$ cat config.mk
export PLATFORM = sky130hd
export DESIGN_NAME = ctl_game
export DESIGN_NICKNAME = d
export VERILOG_FILES = /design/src/rtl/game_pkg.sv /design/src/rtl/bcd_counter.sv /design/src/rtl/ctl_game.sv
export SDC_FILE = /design/constraint.sdc
export NUM_CORES = 1
export LEC_CHECK = 0
export ABC_AREA = 1
export BUFFER_PORTS_ARGS = -buffer_cell sky130_fd_sc_hd__clkbuf_2
export CAP_MARGIN = 20
export CORE_AREA = 2 2 88 90
export CTS_BUF_LIST = sky130_fd_sc_hd__clkbuf_16
export DETAILED_ROUTE_END_ITERATION = 6
export DIE_AREA = 0 0 90 92
export PLACE_DENSITY = 0.69
export SLEW_MARGIN = 10
export SYNTH_ARGS = -nofsm -noshare
export SYNTH_HDL_FRONTEND = slang
export SYNTH_SLANG_ARGS = --single-unit
$ cat constraint.sdc
create_clock -name clk -period 2.9 [get_ports clk]
set_input_delay 0.58 -clock clk [delete_from_list [all_inputs] [get_ports clk]]
set_output_delay 0.58 -clock clk [all_outputs]
set_load 0.05 [all_outputs]
$ cat src/rtl/game_pkg.sv
// game_pkg: shared state, BCD digit type and constants for the game-flow controller
package game_pkg;
  typedef enum logic [2:0] {IDLE, INTRO, LAUNCH, FLYING, DUCK_DONE, ROUND_END, GAME_OVER} state_t;
  typedef logic [3:0] bcd_t;
  localparam bcd_t BCD_MAX = 4'd9;
endpackage

$ cat src/rtl/bcd_counter.sv
// bcd_counter: multi-digit BCD up-counter that either saturates at all 9s or wraps to a preset
module bcd_counter import game_pkg::*; #(
  parameter int DIGITS = 4,
  parameter bit SATURATE = 1'b1,
  parameter int WRAP_TO = 0
) (
  input  logic                clk,
  input  logic                rst,
  input  logic                inc,
  input  logic                clr,
  input  logic                load,
  input  logic [4*DIGITS-1:0] load_val,
  output logic [4*DIGITS-1:0] bcd
);
  localparam logic [4*DIGITS-1:0] WRAP = WRAP_TO[4*DIGITS-1:0];
  logic [4*DIGITS-1:0] nxt;
  logic [DIGITS:0] c;
  assign c[0] = 1'b1;
  for (genvar i = 0; i < DIGITS; i++) begin : g_d
    bcd_t d;
    logic top;
    assign d = bcd[4*i+:4];
    assign top = d == BCD_MAX;
    assign nxt[4*i+:4] = c[i] ? (top ? 4'd0 : d + 4'd1) : d;
    assign c[i+1] = c[i] & top;
  end
  always_ff @(posedge clk or posedge rst)
    if (rst) bcd <= '0;
    else if (clr) bcd <= '0;
    else if (load) bcd <= load_val;
    else if (inc) bcd <= c[DIGITS] ? (SATURATE ? bcd : WRAP) : nxt;
endmodule

$ cat src/rtl/ctl_game.sv
// ctl_game: rounds/ducks/ammo game-flow FSM driving duck launches, BCD scoreboard and overlay flags
module ctl_game import game_pkg::*; #(
  parameter int DUCKS_PER_ROUND = 10,
  parameter int AMMO_PER_DUCK = 3,
  parameter int HITS_TO_PASS = 6,
  parameter int SCORE_DIGITS = 4,
  parameter int INTRO_FRAMES = 120,
  parameter int FLY_TIMEOUT_FRAMES = 600
) (
  input  logic                      clk,
  input  logic                      rst,
  input  logic                      new_frame,
  input  logic                      game_start,
  input  logic                      pause,
  input  logic                      shot_fired,
  input  logic                      hit,
  input  logic                      duck_gone,
  output logic                      duck_launch,
  output logic                      duck_escape,
  output logic [4*SCORE_DIGITS-1:0] score_bcd,
  output logic [3:0]                ammo_bcd,
  output logic [7:0]                round_bcd,
  output logic [3:0]                hits_in_round,
  output logic                      no_ammo,
  output logic                      paused,
  output logic                      looser,
  output logic                      game_over
);
  localparam int FMAX = INTRO_FRAMES > FLY_TIMEOUT_FRAMES ? INTRO_FRAMES : FLY_TIMEOUT_FRAMES;
  localparam int FW = $clog2(FMAX + 1);
  state_t state;
  logic [FW-1:0] fcnt;
  logic [3:0] ducks, ammo_n;
  logic gone_pend, frozen, gone, frame_end, score_inc, round_inc;
  assign frozen = pause && (state == INTRO || state == FLYING || state == DUCK_DONE);
  assign gone = duck_gone || gone_pend;
  assign ammo_n = shot_fired && ammo_bcd != 4'd0 ? ammo_bcd - 4'd1 : ammo_bcd;
  assign frame_end = new_frame && fcnt == FW'(state == INTRO ? INTRO_FRAMES - 1 : FLY_TIMEOUT_FRAMES - 1);
  assign score_inc = !game_start && !frozen && state == FLYING && !gone && hit;
  assign round_inc = !game_start && state == ROUND_END && hits_in_round >= 4'(HITS_TO_PASS);
  bcd_counter #(.DIGITS(SCORE_DIGITS), .SATURATE(1'b1), .WRAP_TO(0)) u_score (
    .clk(clk), .rst(rst), .inc(score_inc), .clr(game_start), .load(1'b0), .load_val('0), .bcd(score_bcd)
  );
  bcd_counter #(.DIGITS(2), .SATURATE(1'b0), .WRAP_TO(1)) u_round (
    .clk(clk), .rst(rst), .inc(round_inc), .clr(1'b0), .load(game_start), .load_val(8'h01), .bcd(round_bcd)
  );
  always_ff @(posedge clk or posedge rst)
    if (rst) begin
      state <= IDLE;
      fcnt <= '0;
      ducks <= '0;
      gone_pend <= 1'b0;
      duck_launch <= 1'b0;
      duck_escape <= 1'b0;
      ammo_bcd <= '0;
      hits_in_round <= '0;
      no_ammo <= 1'b0;
      paused <= 1'b0;
      looser <= 1'b0;
      game_over <= 1'b0;
    end else begin
      paused <= pause && state != IDLE && state != GAME_OVER;
      duck_launch <= 1'b0;
      if (game_start) begin
        state <= INTRO;
        fcnt <= '0;
        ducks <= '0;
        gone_pend <= 1'b0;
        duck_escape <= 1'b0;
        ammo_bcd <= '0;
        hits_in_round <= '0;
        no_ammo <= 1'b0;
        looser <= 1'b0;
        game_over <= 1'b0;
      end else if (frozen) gone_pend <= gone;
      // an early departure in FLYING takes the same exit as a finished duck
      else if ((state == FLYING || state == DUCK_DONE) && gone) begin
        gone_pend <= 1'b0;
        duck_escape <= 1'b0;
        no_ammo <= 1'b0;
        ducks <= ducks + 4'd1;
        if (ducks + 4'd1 == 4'(DUCKS_PER_ROUND)) state <= ROUND_END;
        else begin
          state <= LAUNCH;
          duck_launch <= 1'b1;
          ammo_bcd <= 4'(AMMO_PER_DUCK);
          fcnt <= '0;
        end
      end else
        case (state)
          INTRO:
            if (frame_end) begin
              state <= LAUNCH;
              duck_launch <= 1'b1;
              ammo_bcd <= 4'(AMMO_PER_DUCK);
              fcnt <= '0;
              gone_pend <= 1'b0;
            end else if (new_frame) fcnt <= fcnt + 1'b1;
          LAUNCH: state <= FLYING;
          FLYING: begin
            if (new_frame) fcnt <= fcnt + 1'b1;
            ammo_bcd <= ammo_n;
            no_ammo <= ammo_n == 4'd0;
            if (hit) begin
              hits_in_round <= hits_in_round + 4'd1;
              state <= DUCK_DONE;
            end else if (ammo_n == 4'd0 || frame_end) begin
              duck_escape <= 1'b1;
              state <= DUCK_DONE;
            end
          end
          ROUND_END:
            if (round_inc) begin
              state <= INTRO;
              hits_in_round <= '0;
              ducks <= '0;
              fcnt <= '0;
            end else begin
              state <= GAME_OVER;
              looser <= 1'b1;
              game_over <= 1'b1;
            end
          default: ;
        endcase
    end
endmodule

### Word-level counts from Yosys, hierarchy flattened

Index checks and enable logic that the tools add are counted.

* bits in read-only memories: 0
* bits of input ports: 8
* bits in latches: 0
* output and inout port bits: 38
* memories kept: 0
* bits in writable memories: 0
* bits in registers: 55

* shift-type cells: 0
* reductions and logical operators: 54
* mux-type cells: 77
* multiply operators: 0
* $add $sub $neg: 10
* div/mod/pow operators: 0
* equal/unequal tests: 25
* bitwise operators: 4
* $lt $le $gt $ge: 1

Operators with widths (count)
* $mux 4: 25
* $mux 10: 8
* $mux 16: 3
* $add 4x1->4 const B: 8
* $pmux 10 s3: 1
* $eq 4x4->1 const B: 7
* $mux 1: 26
* $mux 3: 8
* $mux 8: 3
* $reduce_bool 3->1: 7
* $reduce_and 4->1: 5
* $pmux 4 s2: 2
* $reduce_bool 4->1: 4
* $logic_and 1x1->1: 12
* $ne 3x3->1 const B: 4
* $pmux 3 s4: 1
* $reduce_and 3->1: 4
* $reduce_bool 2->1: 6
* $add 10x1->10 const B: 1
* $eq 10x10->1: 1
* $ne 2x2->1 const B: 4
* $ne 4x3->1 const B: 2
* $reduce_and 2->1: 4
* $eq 3x2->1 const B: 2
* 13 further kinds: 23

### Longest topological paths before layout

* depth in word-level cells: 11
* depth in mapped cells: 14
* mapped depth without buffers: 14

### Modules after synthesis

A second synthesis with hierarchy kept.

* cell total of the unflattened synthesis: 612
* area, all modules: 4050.1 µm²

By module, submodules not included
* ctl_game: cells each 342, sequential area each 775.7 µm², instances 1, area each 2265.9 µm²
* bcd_counter at u_score: cells each 175, sequential area each 400.4 µm², instances 1, area each 1164.9 µm²
* bcd_counter at u_round: cells each 95, sequential area each 200.2 µm², instances 1, area each 619.3 µm²

### Worst setup path after synthesis

Ideal clock, no wire load.

* path kind: register to register
* start: register u_score.bcd[4]
* end: register u_score.bcd[12]
* period minus slack after synthesis: 1.949 ns
* buffers on the path: 0
* data required time: 2.780 ns
* arrival time: 1.829 ns
* slack: 0.951 ns
* stages on the path, launching flop included: 9
* cells stage by stage: dfrtp_1 > ha_1 > nand3_1 > inv_1 > nand3_1 > o21ai_0 > nand2_1 > nand2_1 > nand2_1

* longest elaborated chain between the ends: 6

Ends and longest elaborated chain
* start, declared: line bcd_counter.sv:13 `output logic [4*DIGITS-1:0] bcd`
* start signal, assigned: line bcd_counter.sv:30 `else if (load) bcd <= load_val;`
* start signal, assigned: line bcd_counter.sv:31 `else if (inc) bcd <= c[DIGITS] ? (SATURATE ? bcd : WRAP) : nxt;`
* $eq 4x4->1 *: line bcd_counter.sv:23 `assign top = d == BCD_MAX;`
* $and 1x1->1 * (2 in series): line bcd_counter.sv:25 `assign c[i+1] = c[i] & top;`
* $and 1x1->1: line bcd_counter.sv:25
* $ne 2x2->1 (no line)
* $reduce_and 3->1 (no line) *

Mark *: on every way between the ends. The rest lies on a longest branch, timed or not.
A chain may end at the register's enable or synchronous reset.

### Worst setup path after layout

* start: input port game_start
* end: register fcnt[5]

* longest elaborated chain between the ends: 5

Ends and longest elaborated chain
* start, declared: line ctl_game.sv:13 `input logic game_start,`
* $logic_not 1->1: line ctl_game.sv:40 `assign round_inc = !game_start && state == ROUND_END && hits_in_round >= 4'(HITS_TO_PASS);`
* $logic_and 1x1->1 (2 in series): line ctl_game.sv:40
* $ne 4x3->1 (no line)
* $reduce_and 4->1 (no line)
* end signal, assigned: line ctl_game.sv:98 `end else if (new_frame) fcnt <= fcnt + 1'b1;`
* end signal, assigned: line ctl_game.sv:101 `if (new_frame) fcnt <= fcnt + 1'b1;`
* end, declared: line ctl_game.sv:32 `logic [FW-1:0] fcnt;`

Parallel ways exist; a longest one is shown, timed or not.

==> impl_metrics.toml <==
[clock_network]
cts-resized-gates = 0
clock_path_buffers = 2
holdBufCountCts = 0
path_clk_slew_ns = 0.07
cts_buffers = 5
clock_latency_ns = 0.29
cts_setup_buffers = 0
cts.sinks = 55
tritoncts = "done"
cts-root-buf = "clkbuf_16"
cts-htree-levels = 2

[critical_path]
arrival_ns = 2.40
worst_setup_path_start_kind = "input pin"
slowest_delay_ns = 0.39
worst-setup-path-type = "in2reg"
cp.required_ns = 3.08
critPathBufInv = 3
cp.depth = 8
crit_path_end_kind = "flip-flop"
cp_slowest_cell = "clkinv_1"
path_max_fanout = 17
path_cells = "clkbuf_2, clkinv_1, nand2_2, nand3_2, nor2_4, inv_1, nor2_1, nor2_2"
r2r_cells = 10
crit_family = "simple AND/OR/NAND/NOR gates"

[grt]
overflow = 0
grt_pass1_wl_mm = 13.4
grt_usage_pct = 19.3
antenna_found_initial = 0
grt_pass1_vias = 3064
grt_start_max_net_pins = 56

[cells_and_area]
drive_gt1_share_pct = 18.1
final_cell_mix = "nand2_1, inv_1, nor2_1"
utilization_pct = 53.7
n_fill_cell = 740
antenna_cells = 0
areaGrowthSynthToFinish_pct = 13.0
fin_nets = 556
layout_commonest_cell = "nand2_1"

[die]
die_area_mm2 = 0.00828
core_area_mm2 = 0.00745
die_x_um = 90
die_height_um = 92
io_pins = 46
start_util_pct = 47.5
rows = 32

[routing]
vias_per_cell = 5.02
ant_nets = 0
drtIter0Drc = 164
drc = 0
drt_wl_total_mm = 7.35
wl_per_cell_um = 11.6
first_pass_iters = 5
via_count = 3170

[place]
preCtsSetupSlack_ns = 0.394
hpwl_mm = 5.56
gp_congestion = 0.845
portBuffers = 45

[power]
p_leak_nw = 2.10
peakVddDrop_v = 0.000380
power_w = 0.00308
power_density_mw_per_mm2 = 770

[sta]
hold-worst-slack_ns = 0.469
rsz0062_at_grt = "no"
finalCritPeriodShare_pct = 76.5
slew_headroom_pct = 53.5
worst_slew_pin_slew_ns = 0.698
setup_ws_ns = 0.682
hold_viol = 0
fmax_mhz = 451
period_minus_slack_ns = 2.22
setup_tns_ns = 0
setup_viol_count_final = 0
finClkSkew_ns = 0.00270
report.final.slew_viol_count = 0

[synthesis]
avgSynthCellArea_um2 = 7.34
ys_types = 38
ys_warn_count = 0
ys_seq_area_share_pct = 38.9
synth_nets = 508
syn_area_mm2 = 0.00354
netlist_instances = 482
ys_seq_elements = 55

[min_path]
hp-class = "in2async"

[run_status]
status = "complete, no violations"

[flow_run]
drv_cap = 0
sequential cells by signal, summed over array words and instances, names as in the netlist:
register / cells
fcnt: 10
paused: 1
game_over: 1
state: 3
hits_in_round: 4
u_round.bcd: 8
gone_pend: 1
duck_launch: 1
u_score.bcd: 16
ducks: 4
no_ammo: 1
duck_escape: 1
ammo_bcd: 4
synthesized netlist by cell type, drive strengths merged:
cell      n  area share [%]
nand2   130              15
inv      67             7.1
nor2     65             7.7
dfrtp    55              39
nand3    46             7.3
o21ai    31             4.6
ha       18             6.4
a21oi    15             2.9
nor3     10             1.4
nand4     9             1.8
xor2      6             1.5
or2       5            0.88
buf       4            0.99
o22ai     4            0.71
o21a      3            0.64
xnor2     3            0.74
clkbuf    2            0.21
o31ai     2            0.42
a211oi    1            0.21
a21boi    1            0.21
a31oi     1            0.18
and3      1            0.18
clkinv    1            0.11
nor4      1            0.18
o211ai    1            0.21
layout make-up:
| class | count | area [µm²] | area share (%) |
|---|---|---|---|
| well taps | 102 | 128 | 3.19 |
| clock buffers | 5 | 125 | 3.13 |
| clock inverters | 2 | 8.76 | 0.219 |
| inverters | 68 | 255 | 6.38 |
| flip-flops and latches | 55 | 1380 | 34.4 |
| multi-input cells | 353 | 1870 | 46.7 |
| repair buffers | 47 | 240 | 6.01 |
kinds of logic (layout without fill, tap and decap cells):
group                      after synthesis  after routing  synth area share [%]
xor gates and xnor gates                 9              9                  2.23
and+or+nand+nor                        267            267                  34.1
AOI/OAI and AO/OA                       59             59                  10.0
adders and majority gates               18             18                  6.36
DFF                                     55             55                  38.9
buffers and inverters                   74            122                  8.41
stage by stage:
| stage | area [µm²] | cells |
|---|---|---|
| 2_1_floorplan | 3540 | 482 |
| 3_3_place_gp | 3860 | 625 |
| 3_5_place_dp | 3860 | 625 |
| 4_1_cts | 4000 | 632 |
| 5_1_grt | 4000 | 632 |
| 6_report | 4000 | 632 |
path summary, 6_finish.rpt:
kind	from	to	slack, ns
max	game_start	fcnt[5]	0.68
min	rst	u_score.bcd[13]	0.47
max reg2reg	state[0]	fcnt[5]	0.91
min reg2reg	fcnt[3]	fcnt[3]	0.50
max in group asynchronous	rst	ammo_bcd[0]	1.97
min in group clk	fcnt[3]	fcnt[3]	0.50
power by group:
group / switching, W / internal [W]
logic: 0.00103 / 0.000398
clock network: 0.000255 / 0.000311
registers: 0.000182 / 0.000904
layer usage:
metal | share of wire [%] | wire (µm) | GRT usage (%) | vias to the layer above
met2 | 48 | 3500 | 32.8 | 63
met5 | 0 | 0 | 0 | -
met4 | 1.6 | 115 | 5.64 | 0
met3 | 3.6 | 264 | 3.29 | 13
li1 | - | - | - | 1636
met1 | 47 | 3470 | 25.4 | 1458
worst min-delay path: stages:
cell and delay [ns]:
clkbuf_2 0.09, inv_2 0.03, buf_4 0.55
No activity file was read; power rests on OpenSTA's default activity.
